File: config.mk
export PLATFORM = sky130hd
export DESIGN_NAME = osc_sequencer
export DESIGN_NICKNAME = d
export VERILOG_FILES = /design/src/rtl/osc_sequencer.sv
export SDC_FILE = /design/constraint.sdc
export NUM_CORES = 1
export LEC_CHECK = 0
export BUFFER_PORTS_ARGS = -buffer_cell sky130_fd_sc_hd__buf_2
export CAP_MARGIN = 10
export CORE_ASPECT_RATIO = 1.1
export CORE_MARGIN = 2
export CORE_UTILIZATION = 52
export DETAILED_ROUTE_END_ITERATION = 16
export PLACE_DENSITY = 0.78
export RECOVER_POWER = 25
export SYNTH_ARGS = -nofsm -noshare
export SYNTH_HDL_FRONTEND = slang
export SYNTH_SLANG_ARGS = --single-unit
File: constraint.sdc
create_clock -name clk -period 7.12 [get_ports clk]
set_input_delay 0.356 -clock clk [delete_from_list [all_inputs] [get_ports clk]]
set_output_delay 0.356 -clock clk [all_outputs]
set_load 0.02 [all_outputs]
File: src/rtl/osc_sequencer.sv
// ----------------------------------------------------------------------------
// osc_sequencer
//
// Initiator side of the waveshaper start/done handshake for one voice.
//
// On each accepted sample-rate tick the block does four things:
//   1. It presents the voice phase position, period and wave mode to the
//      waveshaper.
//   2. It pulses ws_start for one cycle.
//   3. It waits for ws_done.
//   4. It latches the returned signal and emits it as a one-cycle-valid sample.
//
// The block owns the per-voice phase counter. The counter wraps at the
// latched period. The period and mode are only re-sampled at the period
// boundary (phase 0), so a note change never glitches a waveform mid-cycle.
//
// Optional feature (macro OSC_SEQ_TIMEOUT_EN):
//   When defined, a request that sees no ws_done within TIMEOUT cycles of WAIT
//   is abandoned. On abandon: err pulses, sample_out is held, the phase still
//   advances, and the FSM returns to IDLE. A ws_done arriving in the same
//   cycle as the timeout wins.
//   When undefined, WAIT waits indefinitely and err is tied low.
//
// Parameters:
//   CNT_W     width of phase count / period
//   SAMPLE_W  width of waveshaper result and sample_out
//   TIMEOUT   WAIT cycles before abandoning a request (>= 2, macro build only)
//
// Ports:
//   clk           system clock, rising edge
//   nrst          synchronous active-low reset
//   en            voice enable
//   sample_tick   one-cycle sample-rate strobe
//   fd_in         requested period (ticks per note cycle)
//   mode_in       requested wave mode (00 off, 01 square, 10 tri, 11 saw)
//   ws_count      phase position to waveshaper
//   ws_fd         period to waveshaper
//   ws_mode       wave mode to waveshaper
//   ws_start      one-cycle request pulse
//   ws_done       one-cycle completion from waveshaper
//   ws_signal     waveshaper result, valid with ws_done
//   sample_out    last accepted sample (held)
//   sample_valid  one-cycle pulse when sample_out updates
//   busy          high in any state other than IDLE
//   overrun       one-cycle pulse: tick arrived while busy and was dropped
//   err           one-cycle pulse: request timed out
// ----------------------------------------------------------------------------
module osc_sequencer #(
    parameter int CNT_W    = 18,
    parameter int SAMPLE_W = 8,
    parameter int TIMEOUT  = 64
) (
    input  logic                clk,
    input  logic                nrst,
    input  logic                en,
    input  logic                sample_tick,
    input  logic [CNT_W-1:0]    fd_in,
    input  logic [1:0]          mode_in,
    output logic [CNT_W-1:0]    ws_count,
    output logic [CNT_W-1:0]    ws_fd,
    output logic [1:0]          ws_mode,
    output logic                ws_start,
    input  logic                ws_done,
    input  logic [SAMPLE_W-1:0] ws_signal,
    output logic [SAMPLE_W-1:0] sample_out,
    output logic                sample_valid,
    output logic                busy,
    output logic                overrun,
    output logic                err
);

    // Elaboration-time sanity check: the timeout compare needs at least
    // two cycles of WAIT to be meaningful.
    if (TIMEOUT < 2) begin : g_bad_timeout
        $error("osc_sequencer: TIMEOUT must be >= 2");
    end

    typedef enum logic [1:0] {
        S_IDLE = 2'b00,
        S_REQ  = 2'b01,
        S_WAIT = 2'b10
    } state_t;

    state_t           state;
    state_t           state_nxt;
    logic [CNT_W-1:0] phase_cnt;

    logic accept;     // tick taken in IDLE
    logic done_take;  // completion accepted in WAIT
    logic tmo_hit;    // request abandoned this cycle

    // Phase advance with wrap at the latched period. The increment is done
    // one bit wider so count+1 can never overflow before the compare; a
    // period of 0 therefore pins the phase at 0.
    function automatic logic [CNT_W-1:0] next_phase(
        input logic [CNT_W-1:0] cur,
        input logic [CNT_W-1:0] period
    );
        logic [CNT_W:0] inc;
        inc = {1'b0, cur} + {{CNT_W{1'b0}}, 1'b1};
        if (inc >= {1'b0, period})
            return '0;
        else
            return inc[CNT_W-1:0];
    endfunction

    assign accept    = en && sample_tick;
    assign done_take = (state == S_WAIT) && ws_done;

`ifdef OSC_SEQ_TIMEOUT_EN
    localparam int TMO_W = $clog2(TIMEOUT);
    localparam logic [TMO_W-1:0] TMO_LAST = TMO_W'(TIMEOUT - 1);

    logic [TMO_W-1:0] tmo_cnt;
    logic             err_q;

    // Done in the same cycle as the timeout takes priority.
    assign tmo_hit = (state == S_WAIT) && !ws_done && (tmo_cnt == TMO_LAST);

    // WAIT cycle counter: cleared outside WAIT so every request starts at 0.
    always_ff @(posedge clk) begin
        if (!nrst) begin
            tmo_cnt <= '0;
            err_q   <= 1'b0;
        end else begin
            err_q <= tmo_hit;
            if (state == S_WAIT && !tmo_hit && !ws_done)
                tmo_cnt <= tmo_cnt + TMO_W'(1);
            else
                tmo_cnt <= '0;
        end
    end

    assign err = err_q;
`else
    assign tmo_hit = 1'b0;
    assign err     = 1'b0;
`endif

    // Next-state logic.
    always_comb begin
        state_nxt = state;
        case (state)
            S_IDLE: if (accept) state_nxt = S_REQ;
            S_REQ:  state_nxt = S_WAIT;
            S_WAIT: if (done_take || tmo_hit) state_nxt = S_IDLE;
            default: state_nxt = S_IDLE;
        endcase
    end

    assign ws_start = (state == S_REQ);
    assign busy     = (state != S_IDLE);

    // State register and datapath. ws_count/ws_fd/ws_mode are only written
    // on acceptance in IDLE, so they stay stable from REQ through WAIT.
    always_ff @(posedge clk) begin
        if (!nrst) begin
            state        <= S_IDLE;
            phase_cnt    <= '0;
            ws_count     <= '0;
            ws_fd        <= '0;
            ws_mode      <= 2'b00;
            sample_out   <= '0;
            sample_valid <= 1'b0;
            overrun      <= 1'b0;
        end else begin
            state        <= state_nxt;
            sample_valid <= done_take;
            // A tick that lands while a request is in flight is dropped.
            overrun      <= sample_tick && (state != S_IDLE);

            case (state)
                S_IDLE: begin
                    if (accept) begin
                        // Period/mode only change at the period boundary.
                        if (phase_cnt == '0) begin
                            ws_fd   <= fd_in;
                            ws_mode <= mode_in;
                        end
                        ws_count <= phase_cnt;
                    end else if (!en) begin
                        // Disabled voice restarts phase-aligned on re-enable.
                        phase_cnt <= '0;
                    end
                end
                S_WAIT: begin
                    if (done_take) begin
                        sample_out <= ws_signal;
                        phase_cnt  <= next_phase(phase_cnt, ws_fd);
                    end else if (tmo_hit) begin
                        // Abandoned request still consumes its phase slot.
                        phase_cnt <= next_phase(phase_cnt, ws_fd);
                    end
                end
                default: ;
            endcase
        end
    end

endmodule

Word-level counts from Yosys, hierarchy flattened
Cells that the tools add are included.
{"block": "totals", "reg_bits": 68, "in_bits": 33, "elab_cells": 36}
{"block": "classes", "mux": 8, "addsub": 1, "magnitude_cmp": 1, "reduce_logical": 12, "n_eq_ne": 6}
{"operator": "$mux 18", "n": 4}
{"operator": "$pmux 18 s2", "n": 1}
{"operator": "$add 18x1->19 const B", "n": 1}
{"operator": "$ge 19x18->1", "n": 1}
{"operator": "$logic_not 18->1", "n": 1}
{"operator": "$ne 2x2->1 const B", "n": 4}
{"operator": "$pmux 2 s3", "n": 1}
{"operator": "$reduce_and 2->1", "n": 3}
{"operator": "$mux 2", "n": 2}
{"operator": "$reduce_and 4->1", "n": 1}
{"operator": "$reduce_bool 2->1", "n": 2}
{"operator": "$logic_and 1x1->1", "n": 3}
{"operator": "$reduce_and 3->1", "n": 1}
{"operator": "$eq 2x1->1 const B", "n": 1}
{"operator": "$eq 2x2->1 const B", "n": 1}
{"operator": "$logic_not 2->1", "n": 1}

Depth between registers and ports, before layout
Gate-level depths: netlist of run 1.
{"block": "logic_depth", "word_depth": 5, "depth_mapped": 16, "depth_no_buf": 12}

Least setup slack after synthesis of run 1
Ideal clock, no wire load.
{"block": "synth_timing", "path_type": "reg2reg", "startpoint": "register phase_cnt[3]", "endpoint": "register phase_cnt[6]", "n_path_buf": 3, "period_less_slack_ns": 3.080, "arrival_time_ns": 2.956, "setup_slack_ns": 4.040, "path_stages_with_launch": 15, "cell_sequence": "dfxtp_1 > clkbuf_2 > and3_1 > and4_1 > clkbuf_1 > and4_2 > xor2_1 > ha_1 > nand4_1 > a211oi_1 > a2111oi_0 > or4b_4 > buf_6 > a31oi_1 > o22ai_1"}
{"block": "synth_between", "elab_chain_len": 5}
{"element": "start: declaration", "line_no": "86", "source": "logic [CNT_W-1:0] phase_cnt;"}
{"element": "start signal: assignment", "line_no": "189", "source": "phase_cnt <= next_phase(phase_cnt, ws_fd);"}
{"element": "start signal: assignment", "line_no": "192", "source": "phase_cnt <= next_phase(phase_cnt, ws_fd);"}
{"element": "$add 18x1->19 (*)"}
{"element": "$ge 19x18->1"}
{"element": "$mux 18 (*)", "line_no": "101", "source": "if (inc >= {1'b0, period})"}
{"element": "$mux 18 (*)", "line_no": "187", "source": "if (done_take) begin"}
{"element": "$pmux 18 s2 (*)", "line_no": "172", "source": "case (state)"}
Mark *: on every way between the ends. The rest lies on a longest branch, timed or not. The select of a mux whose other input is x is not followed.
A chain may end at the register's enable or synchronous reset.

Worst setup path in the final report of run 1
{"block": "layout_timing", "startpoint": "register phase_cnt[2]", "endpoint": "register phase_cnt[2]"}
Same word-level chain as after synthesis.

==> results of run 1 <==
## stage by stage
step,hold slack [ps],std cells,util
CTS,231,543,0.626
global placement,435,529,0.595
global route,243,543,0.620
finish,236,543,0.620
floorplan,470,390,-
detailed placement,442,529,0.595
## routing by layer
| layer | vias to the layer above | wire length [um] | share of wire | track usage |
|---|---|---|---|---|
| met1 | 1329 | 3380 | 0.45 | 0.285 |
| met4 | 0 | 119 | 0.016 | 0.108 |
| met2 | 83 | 3700 | 0.49 | 0.372 |
| li1 | 1472 | - | - | - |
| met5 | - | 0 | 0 | 0 |
| met3 | 10 | 382 | 0.050 | 0.0446 |
## layout by cell type, fill, tap and decap left out, types with 2 or more instances in the layout
master and instances:
o21ai_0 3, nor4_1 4, nand3b_1 2, buf_2 55
a21oi_1 42, clkbuf_1 28, xnor2_1 9, ha_1 20
and3_2 2, clkbuf_8 11, nand4_1 7, and4_1 2
dfxtp_1 68, nor2_1 21, mux2i_1 9, nand3_1 11
inv_1 25, o211ai_1 2, and3_1 4, a211oi_1 4
xor2_1 5, o21bai_1 2, and2_1 2, nand2_1 90
a32o_1 14, a31oi_1 2
## state kept, by name, indices dropped and copies added, names as in the netlist
| register | flops |
|---|---|
| overrun | 1 |
| sample_valid | 1 |
| ws_mode | 2 |
| sample_out | 8 |
| state | 2 |
| ws_fd | 18 |
| phase_cnt | 18 |
| ws_count | 18 |
## cell families after synthesis
group | Yosys count | share of synthesized area
AO/OA/AOI/OAI | 73 | 0.143
multiplexers | 9 | 0.0273
flip-flops | 68 | 0.413
buffers and inverters | 49 | 0.0770
other | 1 | 0.00114
adder cells (fa/ha/maj) | 20 | 0.0759
AND/OR/NAND/NOR | 156 | 0.226
XOR/XNOR | 14 | 0.0372
## power by group through the flow
| stage | Sequential (mW) | Combinational [mW] | Clock, mW |
|---|---|---|---|
| 2_1_floorplan | 0.408 | 0.0492 | 0 |
| 3_3_place_gp | 0.400 | 0.0758 | 0 |
| 3_5_place_dp | 0.401 | 0.0770 | 0 |
| 4_1_cts | 0.392 | 0.0776 | 0.321 |
| 5_1_grt | 0.393 | 0.0858 | 0.334 |
| 6_report | 0.392 | 0.0770 | 0.315 |
## final cells by class
cell class / count / area, um^2 / share of cell area
inverter: 25 / 93.8 / 0.0246
sequential: 68 / 1360 / 0.357
clock buffer: 12 / 155 / 0.0406
timing repair buffer: 83 / 384 / 0.101
tap: 80 / 100 / 0.0262
multi-input combinational: 273 / 1690 / 0.442
clock inverter: 2 / 35.0 / 0.00918
## tightest hold or removal path, delay by kind of cell
kind | cells | cell delay (ps)
buffers and inverters | 1 | 70
AND/OR/NAND/NOR | 1 | 70
multiplexers | 1 | 50
## final timing paths
kind	startpoint	end	slack [ps]
hold reg to reg	ws_count[6]$_SDFFE_PN0P_	ws_count[6]$_SDFFE_PN0P_	450
hold / removal	ws_signal[3]	sample_out[3]$_SDFFE_PN0P_	240
setup reg to reg	phase_cnt[2]$_SDFFE_PN0P_	phase_cnt[2]$_SDFFE_PN0P_	3670
setup / recovery	phase_cnt[2]$_SDFFE_PN0P_	phase_cnt[2]$_SDFFE_PN0P_	3670
==> key figures, run 1 <==
Floorplan
  – IO Pins: 84
  – Row count: 30
  – Core area: 6160 um^2
  – Die Y: 87.5 um
  – Initial Util: 0.536
  – DIE AREA: 7000 um^2
  – Chip width: 79.9 um

Critical path
  – CP max FO: 19
  – Crit-path slowest cell: and4_1
  – Slowest stage delay, CP: 690 ps
  – Crit path required time: 7390 ps
  – CP Launch Type: flop
  – Worst path arrival time: 3720 ps
  – CP cell instances: and3_1 -> and4_1 -> nand2_1 -> and2_1 -> or2_2 -> ha_1 -> o21ai_0 -> o21bai_1 -> o21bai_1 -> and4_1 -> a31oi_1 -> mux2i_1
  – Crit path kind: reg2reg
  – CP endpoint kind: flop
  – Crit path depth: 12
  – WP buf/inv: 0
  – Worst reg2reg path depth: 12
  – Crit-path leading delay family: simple AND/OR/NAND/NOR gates

Layout
  – Share of layout cells above drive strength 1: 0.168
  – Antenna cells: 0
  – NumNets Final: 513
  – Layout area overhead: 15.7%
  – Fillers: 591
  – Final Instance Area: 3820 um^2

Outcome
  – Status: finished with violations
  – Violated checks: max-capacitance violations

Logic synthesis
  – Synthesized instance count: 390
  – FF+latch count, synth: 68
  – Share of the synthesized area in the top cell type: 0.413
  – Post-Syn Area: 3300 um^2
  – Avg Cell Area, Syn: 8.46 um^2
  – Post-synth top area cell: dfxtp_1
  – Synth async-reset ratio: 0
  – Post-synth top cells: nand2_1, dfxtp_1, a21oi_1
  – Netlist cell types: 48
  – Synth Net Count: 443
  – YS warnings: 0
  – Top cells by area, synth: dfxtp_1, nand2_1, ha_1
  – Sequential share of the synthesized area: 0.413
  – Count leader, synth: nand2_1
  – Top_reg_cell synth: dfxtp_1
  – EDFF count, synth: 0

CTS
  – Post-CTS Setup Inserts: 0
  – Clk_lat worst skew: 350 ps
  – Clock slew at reported path FFs: 70 ps
  – CTS H-tree lvls: 3
  – TritonCTS Sinks: 68
  – Cts bufs inserted: 9
  – Root Buffer: clkbuf_8
  – CTS tree: built
  – Hold-fix buffers at CTS: 0
  – Post-CTS sizing: 0
  – CTS max path bufs: 2

STA
  – RSZ-0062 raised after global routing: no
  – Max Freq: 290 MHz
  – Least-Margin Pin Slew: 1480 ps
  – Final clock skew: 6.32 ps
  – Crit path time final: 3450 ps
  – Setup TNS: 0 ps
  – Tcrit/Tclk final: 0.484
  – Hold Vio Cnt, Final: 0
  – Pins over their slew limit: 0
  – Final setup fails: 0
  – Worst relative slew slack: 0.00916
  – PnR worst setup slack: 3670 ps

Min path
  – Hold depth: 3
  – Hold crit path type: in2reg

Routing
  – Aggregate routed wire length: 7580 um
  – # DRC: 0
  – Routed len/inst: 14.0 um
  – Drt pass-1 iters: 4
  – Routed Antenna Nets: 0
  – DR vias: 2894
  – Vias per std cell: 5.33
  – Initial DRC count: 229

GRT
  – Initial antenna violation count: 0
  – Vias in the first global route: 2730
  – Pin count of the biggest net entering global routing: 51
  – GRT Resource Usage Total: 0.226
  – Gr ovfl total: 0
  – Global-route wire length before repair: 12300 um

Power
  – Psw: 0.194 mW
  – Power, Total: 0.784 mW
  – Leak Pwr: 1.65 nW
  – Comb power frac: 0.098
  – Reg power frac: 0.500
  – PD cells: 205 nW/um^2
  – Max IR drop VDD: 0.000133 V
  – Sw Share: 0.248
  – Clk pwr share: 0.401
  – Int Pwr: 0.589 mW

Place
  – Routability cong.: 0.914
  – IO buf count: 82
  – Placed Area: 3660 um^2
  – Pre-CTS setup slack: 3760 ps
  – DPL Wire Length: 5410 um

Run
  – Max-cap viol count: 1
(Power assumes the default switching activity.)
==> run 2: changes to the inputs <==
--- a/config.mk
+++ b/config.mk
@@ -9,9 +9,9 @@
 export CAP_MARGIN = 10
 export CORE_ASPECT_RATIO = 1.1
 export CORE_MARGIN = 2
-export CORE_UTILIZATION = 52
+export CORE_UTILIZATION = 48
 export DETAILED_ROUTE_END_ITERATION = 16
-export PLACE_DENSITY = 0.78
+export PLACE_DENSITY = 0.76
 export RECOVER_POWER = 25
 export SYNTH_ARGS = -nofsm -noshare
 export SYNTH_HDL_FRONTEND = slang
==> constraint.sdc (replaced) <==
create_clock -name clk -period 2.8 [get_ports clk]
set_input_delay 0.14 -clock clk [delete_from_list [all_inputs] [get_ports clk]]
set_output_delay 0.14 -clock clk [all_outputs]
set_load 0.02 [all_outputs]
==> key figures, run 2 (synthesis results as in run 1) <==
Outcome
  – Status: finished with violations
  – Violated checks: max-capacitance violations, max-slew violations, negative setup slack

Layout
  – Layout area overhead: 35.9%
  – Antenna cells: 0 (unchanged)
  – Share of layout cells above drive strength 1: 0.327 (+0.159)
  – Top Registers: phase_cnt x18, ws_count x18, ws_fd x18
  – Layout Cells excl Fill: 592 (+9.0%)
  – Commonest non-fill, non-tap cell in the layout: nand2_1
  – Final Instance Area: 4480 um^2 (+17%)
  – Fillers: 496 (-16%)
  – NumNets Final: 558 (+8.8%)
  – Commonest cells after routing, fill and taps aside: nand2_1, buf_2, dfxtp_1, a21oi_1, buf_4

STA
  – PnR worst setup slack: -158 ps (-3830 ps)
  – Final setup fails: 18 (+18)
  – Tcrit/Tclk final: 1.06 (+0.573)
  – Hold Vio Cnt, Final: 0 (unchanged)
  – Crit path time final: 2960 ps (-487 ps)
  – Worst relative slew slack: -0.0303 (-0.0394)
  – RSZ-0062 raised after global routing: yes
  – Max Freq: 338 MHz (+16%)
  – Least-Margin Pin Slew: 1540 ps (+59.1 ps)
  – Pins over their slew limit: 51 (+51)
  – Final clock skew: 9.76 ps (+3.45 ps)

Critical path
  – CP endpoint kind: flop
  – Worst path arrival time: 3200 ps (-520 ps)
  – Worst reg2reg path depth: 11 (-1)
  – Reg-to-reg critical path endpoint: phase_cnt[1]$_SDFFE_PN0P_
  – Flop2flop setup slack: -160 ps (-3830 ps)
  – CP Launch Type: flop
  – CP max FO: 5 (-14)
  – Launch point of the worst reg-to-reg path: phase_cnt[3]$_SDFFE_PN0P_
  – Crit path kind: reg2reg
  – Crit path required time: 3040 ps (-4350 ps)

GRT
  – Vias in the first global route: 3038 (+11%)
  – Global-route wire length before repair: 14400 um (+17%)
  – Initial antenna violation count: 0 (unchanged)
  – Pin count of the biggest net entering global routing: 51 (unchanged)
  – GRT Resource Usage Total: 0.237 (+0.0105)
  – Gr ovfl total: 0 (unchanged)

Floorplan
  – Row count: 31 (+3.3%)
  – Core area: 6630 um^2 (+7.7%)
  – Chip width: 83.0 um (+3.9%)
  – IO Pins: 84 (unchanged)
  – Die Y: 90.9 um (+3.9%)
  – Initial Util: 0.497 (-0.0385)
  – DIE AREA: 7550 um^2 (+7.9%)

CTS
  – CTS H-tree lvls: 3 (unchanged)
  – Cts bufs inserted: 9 (unchanged)
  – Hold-fix buffers at CTS: 0 (unchanged)
  – TritonCTS Sinks: 68 (unchanged)
  – Root Buffer: clkbuf_8
  – Clk_lat worst skew: 350 ps (about the same)
  – Clock slew at reported path FFs: 80 ps (about the same)
  – CTS tree: built
  – CTS max path bufs: 2 (unchanged)

Routing
  – Initial DRC count: 337 (+47%)
  – Routed Antenna Nets: 0 (unchanged)
  – Aggregate routed wire length: 10400 um (+38%)
  – DR vias: 3439 (+19%)
  – Drt pass-1 iters: 7 (+3)
  – Vias per std cell: 5.81 (+9.0%)
  – Routed len/inst: 17.6 um (+26%)
  – # DRC: 0 (unchanged)

Run
  – Max-cap viol count: 1 (unchanged)

Power
  – Max IR drop VDD: 0.000335 V (+150%)
  – Leak Pwr: 2.02 nW (+22%)
  – PD cells: 483 nW/um^2 (+140%)
  – Power, Total: 2.16 mW (+180%)

Place
  – Placed Instances: 557 (+5.3%)
  – Routability cong.: 0.891 (-2.6%)
  – DPL Wire Length: 5860 um (+8.2%)
  – IO buf count: 82 (unchanged)
  – Placed Area: 3880 um^2 (+5.9%)

Min path
  – Hold crit path type: in2reg
  – HP Start: ws_signal[7]
  – Hold path endpoint: sample_out[7]$_SDFFE_PN0P_
  – Hold depth: 3 (unchanged)
-- run 2: cell types whose count changed in the layout (fill, tap and decap cells not counted), moves of 5 or more --
| cell | delta |
|---|---|
| buf_6 | +5 |
| dfxtp_1 | -10 |
| dfxtp_2 | +10 |
| buf_4 | +35 |
-- run 2: area by class of cell --
class	instances	area [um^2]	area share
clock buffers	10	128	0.0285
clock inverters	6	87.6	0.0195
inverters	25	93.8	0.0209
multi-input cells	276	1940	0.434
flip-flops and latches	68	1370	0.306
well taps	82	103	0.0229
repair buffers	125	753	0.168
-- run 2: stage by stage --
step / worst slack [ps] / setup TNS (ps) / utilization / hold slack [ps]
detailed placement: -161 / -2570 / 0.585 / 380
global route: -238 / -3450 / 0.676 / 28.7
floorplan: -84.1 / -1280 / - / 280
CTS: -37.1 / -175 / 0.638 / 19.8
finish: -158 / -2190 / 0.676 / 14.9
global placement: -69.5 / -1100 / 0.585 / 369
-- run 2: where the power goes --
| part | leakage (nW) | total [mW] | internal, mW | switching [mW] |
|---|---|---|---|---|
| clock | 0.111 | 0.901 | 0.503 | 0.397 |
| combinational | 1.36 | 0.266 | 0.0992 | 0.167 |
| sequential | 0.555 | 0.997 | 0.984 | 0.0125 |
-- run 2: worst max-delay path by stage --
stage | start | end | cells after the start
2_1_floorplan | phase_cnt[2]$_SDFFE_PN0P_ | phase_cnt[4]$_SDFFE_PN0P_ | 13
3_3_place_gp | phase_cnt[0]$_SDFFE_PN0P_ | phase_cnt[4]$_SDFFE_PN0P_ | 11
3_5_place_dp | phase_cnt[0]$_SDFFE_PN0P_ | phase_cnt[6]$_SDFFE_PN0P_ | 12
4_1_cts | phase_cnt[4]$_SDFFE_PN0P_ | phase_cnt[1]$_SDFFE_PN0P_ | 10
5_1_grt | phase_cnt[3]$_SDFFE_PN0P_ | phase_cnt[2]$_SDFFE_PN0P_ | 14
6_report | phase_cnt[3]$_SDFFE_PN0P_ | phase_cnt[1]$_SDFFE_PN0P_ | 11
-- run 2: layer usage --
metal | global-route usage | share of wire
met5 | 0 | 0
met4 | 0.153 | 0.046
met3 | 0.0482 | 0.069
met2 | 0.419 | 0.51
met1 | 0.255 | 0.37
-- run 2: what timing repair did --
action,in CTS,in global routing
cloned,3,2
gates resized for setup,23,35
buffers inserted,3,11
endpoints found under the setup margin,18,18
pin swaps,13,34
-- run 2: worst max-delay path, cell delays in order (launching register included) --
cell and delay [ps]:
dfxtp_2 360, buf_6 120, nand3_4 110, buf_6 140, nor3_4 180, xor2_2 120, ha_1 300, nand4_1 170
a211oi_2 330, a2111oi_4 110, or4b_4 580, a32o_2 310
